File: src/rtl/serial_arith_pkg.sv
// Shared types and helpers for the bit-serial add/subtract datapath.
package serial_arith_pkg;

  typedef enum logic [1:0] {
    ST_IDLE = 2'd0,
    ST_RUN  = 2'd1,
    ST_DONE = 2'd2
  } state_e;

  localparam logic MODE_ADD = 1'b0;
  localparam logic MODE_SUB = 1'b1;

  // Subtraction is A + ~B + ~borrowIn, so the carry seed is the inverted borrow.
  function automatic logic initCarry(input logic carryIn, input logic mode);
    return (mode == MODE_SUB) ? ~carryIn : carryIn;
  endfunction

endpackage

File: src/rtl/serial_addsub_fa_cell.sv
// Single-bit full adder; the only arithmetic cell of the serial datapath.
module fa_cell (
  input  logic a_i,
  input  logic b_i,
  input  logic ci_i,
  output logic s_o,
  output logic co_o
);

  // Sum is the parity of the three inputs, carry is their majority.
  always_comb begin
    s_o  = a_i ^ b_i ^ ci_i;
    co_o = (a_i & b_i) | (a_i & ci_i) | (b_i & ci_i);
  end

endmodule

File: src/rtl/serial_addsub.sv
// Bit-serial adder/subtractor: operands enter in parallel, are consumed
// LSB-first through one full adder, and the result leaves both as a bit
// stream and as a held parallel word with carry and signed overflow.
module serial_addsub
  import serial_arith_pkg::*;
#(
  parameter int WIDTH = 8
) (
  input  logic             clk,
  input  logic             rst,
  input  logic             start,
  input  logic [WIDTH-1:0] a_in,
  input  logic [WIDTH-1:0] b_in,
  input  logic             c_in,
  input  logic             sub,
  output logic             busy,
  output logic             s_out,
  output logic             s_valid,
  output logic [WIDTH-1:0] sum,
  output logic             c_out,
  output logic             ovf,
  output logic             done
);

  localparam int CNT_W = $clog2(WIDTH) + 1;

  state_e           state_q, state_d;
  logic [CNT_W-1:0] cnt_q, cnt_d;
  logic [WIDTH-1:0] areg_q, areg_d;
  logic [WIDTH-1:0] breg_q, breg_d;
  logic [WIDTH-2:0] res_q, res_d;
  logic             cy_q, cy_d;
  logic             sub_q, sub_d;
  logic [WIDTH-1:0] sum_q, sum_d;
  logic             cout_q, cout_d;
  logic             ovf_q, ovf_d;

  logic bLive;
  logic faSum;
  logic faCarry;
  logic loadOp;
  logic lastBit;

  assign bLive = breg_q[0] ^ sub_q;

  fa_cell u_fa (
    .a_i (areg_q[0]),
    .b_i (bLive),
    .ci_i(cy_q),
    .s_o (faSum),
    .co_o(faCarry)
  );

  // Next-state logic: sequencing, serial shifting, and result capture on the last bit.
  always_comb begin
    state_d = state_q;
    cnt_d   = cnt_q;
    areg_d  = areg_q;
    breg_d  = breg_q;
    res_d   = res_q;
    cy_d    = cy_q;
    sub_d   = sub_q;
    sum_d   = sum_q;
    cout_d  = cout_q;
    ovf_d   = ovf_q;

    loadOp  = start && (state_q != ST_RUN);
    lastBit = (state_q == ST_RUN) && (cnt_q == CNT_W'(WIDTH - 1));

    case (state_q)
      ST_IDLE: begin
        if (start) state_d = ST_RUN;
      end
      ST_RUN: begin
        areg_d = areg_q >> 1;
        breg_d = breg_q >> 1;
        res_d  = (res_q >> 1) | ((WIDTH-1)'(faSum) << (WIDTH - 2));
        cy_d   = faCarry;
        cnt_d  = cnt_q + CNT_W'(1);
        if (lastBit) begin
          state_d = ST_DONE;
          sum_d   = {faSum, res_q};
          cout_d  = faCarry;
          ovf_d   = cy_q ^ faCarry;
        end
      end
      ST_DONE: begin
        state_d = start ? ST_RUN : ST_IDLE;
      end
      default: begin
        state_d = ST_IDLE;
      end
    endcase

    if (loadOp) begin
      areg_d = a_in;
      breg_d = b_in;
      res_d  = '0;
      cy_d   = initCarry(c_in, sub);
      cnt_d  = '0;
      sub_d  = sub;
    end
  end

  // State and datapath registers with synchronous reset.
  always_ff @(posedge clk) begin
    if (rst) begin
      state_q <= ST_IDLE;
      cnt_q   <= '0;
      areg_q  <= '0;
      breg_q  <= '0;
      res_q   <= '0;
      cy_q    <= 1'b0;
      sub_q   <= MODE_ADD;
      sum_q   <= '0;
      cout_q  <= 1'b0;
      ovf_q   <= 1'b0;
    end else begin
      state_q <= state_d;
      cnt_q   <= cnt_d;
      areg_q  <= areg_d;
      breg_q  <= breg_d;
      res_q   <= res_d;
      cy_q    <= cy_d;
      sub_q   <= sub_d;
      sum_q   <= sum_d;
      cout_q  <= cout_d;
      ovf_q   <= ovf_d;
    end
  end

  // Status and stream outputs decode directly from the registered state.
  always_comb begin
    busy    = (state_q == ST_RUN);
    s_valid = busy;
    s_out   = busy & faSum;
    done    = (state_q == ST_DONE);
    sum     = sum_q;
    c_out   = cout_q;
    ovf     = ovf_q;
  end

endmodule

File: config.mk
export PLATFORM = sky130hd
export DESIGN_NAME = serial_addsub
export DESIGN_NICKNAME = d
export VERILOG_FILES = /design/src/rtl/serial_arith_pkg.sv /design/src/rtl/serial_addsub_fa_cell.sv /design/src/rtl/serial_addsub.sv
export SDC_FILE = /design/constraint.sdc
export NUM_CORES = 1
export LEC_CHECK = 0
export BUFFER_PORTS_ARGS = -buffer_cell sky130_fd_sc_hd__buf_4
export CORE_UTILIZATION = 56
export CTS_BUF_LIST = sky130_fd_sc_hd__clkbuf_2 sky130_fd_sc_hd__clkbuf_4 sky130_fd_sc_hd__clkbuf_8
export DETAILED_ROUTE_END_ITERATION = 8
export MAX_ROUTING_LAYER = met4
export PLACE_DENSITY = 0.81
export SLEW_MARGIN = 20
export SYNTH_ARGS = -nofsm -noshare
export SYNTH_HDL_FRONTEND = slang
export SYNTH_HIERARCHICAL = 1
export SYNTH_SLANG_ARGS = --single-unit
File: constraint.sdc
create_clock -name clk -period 1.45 [get_ports clk]
set_input_delay 0.0725 -clock clk [delete_from_list [all_inputs] [get_ports clk]]
set_output_delay 0.0725 -clock clk [all_outputs]
set_load 0.005 [all_outputs]
### Word-level counts from Yosys, hierarchy flattened

Index checks and enable logic that the tools add are counted.

| word-level totals | value |
|---|---|
| input port bits | 21 |
| bits in registers | 41 |

| operators by class | value |
|---|---|
| $add $sub $neg | 1 |
| mux-type cells | 11 |
| reduce and logical (&&, ||, !) cells | 7 |
| equal/unequal tests | 6 |
| bitwise gates (word level) | 12 |

Operator list:

| cell | number |
|---|---|
| $mux 8 | 4 |
| $or 6x7->7 | 1 |
| $pmux 2 s3 | 1 |
| $add 4x1->4 const B | 1 |
| $and 1x1->1 | 4 |
| $eq 4x3->1 const B | 1 |
| $mux 1 | 4 |
| $mux 2 | 2 |
| $ne 2x1->1 const B | 2 |
| $reduce_and 2->1 | 2 |
| $xor 1x1->1 | 4 |
| $eq 2x1->1 const B | 1 |
| $eq 2x2->1 const B | 1 |
| $logic_and 1x1->1 | 2 |
| $logic_not 2->1 | 1 |
| $ne 2x2->1 const B | 1 |
| $or 1x1->1 | 2 |
| $reduce_bool 2->1 | 1 |
| $reduce_or 2->1 | 1 |
| $not 1->1 | 1 |

### Logic depth before layout (Yosys ltp)

| logic depth | value |
|---|---|
| depth after elaboration | 6 |
| gate-level depth with buffers | 6 |

### By module

Netlist, hierarchy kept.

Modules (own cells, without submodules):

| module | area an instance (um2) | cells each | instances |
|---|---|---|---|
| serial_addsub | 1,714.1 | 188 | 1 |
| fa_cell | 20.0 | 1 | 1 |

### Least setup slack after synthesis

OpenSTA, ideal clock, no wires.

| timing path | value |
|---|---|
| path type | register -> register |
| start point | register breg_q[0] |
| end point | register ovf_q (netlist: ovf) |
| data arrival time | 1.262 ns |
| clock period less this slack | 1.352 ns |
| path slack | 0.098 ns |
| cell stages (with the launch flop) | 5 |
| buffers on the path | 0 |
| cell sequence | dfxtp_1 xor2_1 fa_1 xnor2_1 a311oi_1 |

| on the way | value |
|---|---|
| cells in the longest elaborated chain, start to end | 5 |
| elaborated cells on any way between the ends | 6 |
| classes of those cells | bitwise: 6 |

Ends and longest elaborated chain:

| element | RTL line | source |
|---|---|---|
| from (decl) | serial_addsub.sv:30 | `logic [WIDTH-1:0] breg_q, breg_d;` |
| from (signal assigned) | serial_addsub.sv:122 | `breg_q <= breg_d;` |
| $xor 1x1->1 (*) | serial_addsub.sv:44 | `assign bLive = breg_q[0] ^ sub_q;` |
| named net bLive | serial_addsub.sv:38 | `logic bLive;` |
| $and 1x1->1 | serial_addsub_fa_cell.sv:13 | `co_o = (a_i & b_i) \| (a_i & ci_i) \| (b_i & ci_i);` |
| $or 1x1->1 | serial_addsub_fa_cell.sv:13 |  |
| $or 1x1->1 (*) | serial_addsub_fa_cell.sv:13 |  |
| named net faCarry | serial_addsub.sv:40 | `logic faCarry;` |
| $xor 1x1->1 (*) | serial_addsub.sv:84 | `ovf_d = cy_q ^ faCarry;` |
| to (signal assigned) | serial_addsub.sv:128 | `ovf_q <= ovf_d;` |
| to (decl) | serial_addsub.sv:36 | `logic ovf_q, ovf_d;` |

The timed path passes the listed nets; every way through them passes the cells marked *.
A chain may end at the register's enable or synchronous reset.

### Final worst setup path

| timing path | value |
|---|---|
| start point | register sub_q |
| end point | output s_out |

| on the way | value |
|---|---|
| cells in the longest elaborated chain, start to end | 4 |

Ends and longest elaborated chain:

| element | RTL line | source |
|---|---|---|
| from (decl) | serial_addsub.sv:33 | `logic sub_q, sub_d;` |
| from (signal assigned) | serial_addsub.sv:125 | `sub_q <= sub_d;` |
| $xor 1x1->1 | serial_addsub.sv:44 |  |
| named net bLive | serial_addsub.sv:38 |  |
| $xor 1x1->1 (2 in series) | serial_addsub_fa_cell.sv:12 | `s_o = a_i ^ b_i ^ ci_i;` |
| named net faSum | serial_addsub.sv:39 | `logic faSum;` |
| $and 1x1->1 | serial_addsub.sv:136 | `s_out = busy & faSum;` |
| to (decl) | serial_addsub.sv:17 | `output logic s_out,` |

The timed path passes the listed nets, and every way through them passes these cells.

==> impl_metrics.py <==
metrics = {
    "status": {
        "outcome": "finished with violations",
        "violations": "design-rule violations, negative setup slack",
    },
    "sta": {
        "setup_ws_ps": -214,
        "worst_pin_slew_ps": 356,
        "fin_crit_ps": 1660,
        "relSlewSlack": 0.762,
        "finalSetupViolations": 1,
        "hold_viol": 0,
        "clock.fmax_ghz": 0.601,
        "rsz0062_at_grt": "yes",
        "clock-skew-final_ps": 10.4,
        "period_share": 1.15,
        "drv_slew": 0,
    },
    "placed_design": {
        "hpwl_mm": 2.33,
        "post-place-ws_ps": 16.3,
        "routabilityCongestion": 0.763,
        "placed_cells": 242,
        "io_buffers": 34,
    },
    "logic_synthesis": {
        "yosysTopAreaCellShare": 0.473,
        "netlist_area_um2": 1730,
        "syn_inst": 189,
        "synthFlopType": "dfxtp_1",
        "syn_area_per_cell_um2": 9.18,
        "yosysMostFrequentCell": "dfxtp_1",
        "async_flop_share": 0,
        "synth_cell_types": 29,
        "syn_nets": 212,
        "synth_edf_count": 0,
        "synth_top_area_cell": "dfxtp_1",
        "synth_common_cells": "41 x dfxtp_1, 21 x a21oi_1, 18 x nor2_1",
        "synth_area_leaders": "dfxtp_1 47%, mux2i_1 9.2%, a211oi_1 6.1%, a21oi_1 6.1%, nor2_1 3.9%",
        "synth_warnings": 6,
        "synth-seq-area-share": 0.473,
        "ys_seq_elements": 41,
    },
    "layout": {
        "drive_above_1_share": 0.240,
        "fin_nets": 244,
        "syn_to_final_growth_pct": 17.7,
        "finalNonFillerCells": 252,
        "fill_cells": 227,
        "antennaDiodeCount": 0,
    },
    "clock_network": {
        "cts_root_buffer": "clkbuf_4",
        "clkTransAtPathRegs_ps": 110,
        "cts.sinks": 41,
        "tritoncts": "built",
        "clockBufferDepth": 2,
        "cts_buffers": 5,
        "insertion_delay_ps": 340,
        "htree_levels": 2,
    },
    "setup_path": {
        "crit_type": "reg -> out",
        "worstSetupEndpointType": "output port",
        "crit_path_max_fanout": 2,
        "startpoint_type": "register",
        "critical_path_arrival_ps": 1590,
        "required_ps": 1380,
    },
    "floorplanning": {
        "core_area_um2": 2850,
        "dieArea_um2": 3320,
        "io_pins": 35,
        "die_x_um": 57.7,
        "fp-row-count": 19,
        "fp.dieH_um": 57.7,
        "initial_core_util": 0.608,
    },
    "global_route": {
        "grt_pass1_vias": 1374,
        "grt_max_degree": 32,
        "grt-busiest-layer": "met2",
        "grt_usage": 0.235,
        "antenna_found_initial": 0,
        "grt_pass1_wl_mm": 5.81,
        "grtUsageMet1": 0.273,
        "grt.overflow.total": 0,
        "gr-usage-met2": 0.394,
        "grt_use_met3": 0.0424,
    },
    "detailed_routing": {
        "drc_errors": 1,
        "finalWirelength_mm": 3.46,
        "drtAntennaViolNets": 0,
        "vias_per_cell": 5.56,
        "drt_iter0_markers": 48,
        "dr.pass1.iters": 6,
        "avgRoutedWirePerCell_um": 13.7,
        "via_count": 1402,
    },
    "power": {
        "powerDensity_nw_per_um2": 1030,
        "leakagePower_nw": 0.859,
        "ir_worst_vdd_uv": 764,
        "power_mw": 2.09,
    },
    "worst_hold_path": {
        "holdCritPathClass": "in -> reg",
    },
    "flow_run": {
        "drv_cap": 0,
    },
}
-- per-layer routing --
metal / part of all wire / vias to the layer above
met5: 0 / -
met4: 0.017 / 0
met3: 0.041 / 5
met2: 0.49 / 28
met1: 0.45 / 646
li1: - / 723
-- what timing repair did --
action                                  in CTS  in global routing
hold endpoints to repair                     1                  0
hold buffers                                 1                  0
pin swaps                                    3                  0
buffers inserted                             0                  2
resized for setup                            3                  2
endpoints found under the setup margin       2                 11
-- metrics by stage --
step | utilization | hold slack, ps | TNS, ps | instance area, µm²
after CTS | 0.707 | 13.2 | -221 | 2020
after global placement | 0.681 | 361 | 0 | 1940
after detailed placement | 0.681 | 359 | 0 | 1940
after global routing | 0.716 | 56.7 | -336 | 2040
after floorplan | - | 220 | 0 | 1730
final | 0.716 | 28.8 | -214 | 2040
-- final cells by class --
| class | count | area [µm²] | share of cell area |
|---|---|---|---|
| clock buffers | 7 | 58.8 | 0.0288 |
| flip-flops and latches | 41 | 823 | 0.403 |
| well taps | 31 | 38.8 | 0.0190 |
| inverters | 3 | 11.3 | 0.00551 |
| multi-input cells | 128 | 788 | 0.386 |
| repair buffers | 42 | 322 | 0.157 |
-- critical path, cell delays in order (launching register included) --
cell	delay [ps]
dfxtp_2	350
xor2_2	170
fa_1	500
nand2_1	80
inv_1	70
buf_6	90
-- final timing paths --
kind              cells past startpoint     start  slack (ps)        end
setup / recovery                      5     sub_q        -210      s_out
hold / removal                        3   b_in[7]          30  breg_q[7]
setup reg to reg                      4     sub_q          10        ovf
hold reg to reg                       2  res_q[5]         480   res_q[5]
-- layout by cell type (no fill, tap or decap), drive strengths merged --
cell and n:
a311oi 1, or3 1, buf 41, a21oi 21, a211o 1, and3b 1, nand3b 2, nand2 17
nor2 18, inv 3, a21o 1, clkbuf 7, nor2b 1, nand2b 1, xnor2 3, nor3 3
ha 1, a211oi 14, mux2i 16, fa 1, dfxtp 41, a2bb2oi 1, dlygate4sd3 1, xor2 2
nand3 11, o21ai 11
-- state kept, by name, summed over array words and instances, names as in the netlist --
signal,count
areg_q,8
breg_q,8
sum,8
res_q,7
cnt_q,4
state_q,2
c_out,1
cy_q,1
ovf,1
sub_q,1
-- report_power, final --
group / internal, mW / total [mW] / switching, mW
registers: 1.18 / 1.21 / 0.0351
logic: 0.136 / 0.283 / 0.147
clock network: 0.248 / 0.597 / 0.349
total: 1.56 / 2.09 / 0.531
-- logic make-up after synthesis --
| kind of cell | synth area share |
|---|---|
| and+or+nand+nor | 0.141 |
| buffers and inverters | 0.0772 |
| DFF | 0.473 |
| xor gates and xnor gates | 0.0253 |
| muxes | 0.0924 |
| adders and majority gates | 0.0188 |
| AOI/OAI and AO/OA | 0.172 |
Power figures use the tool's default switching activity.
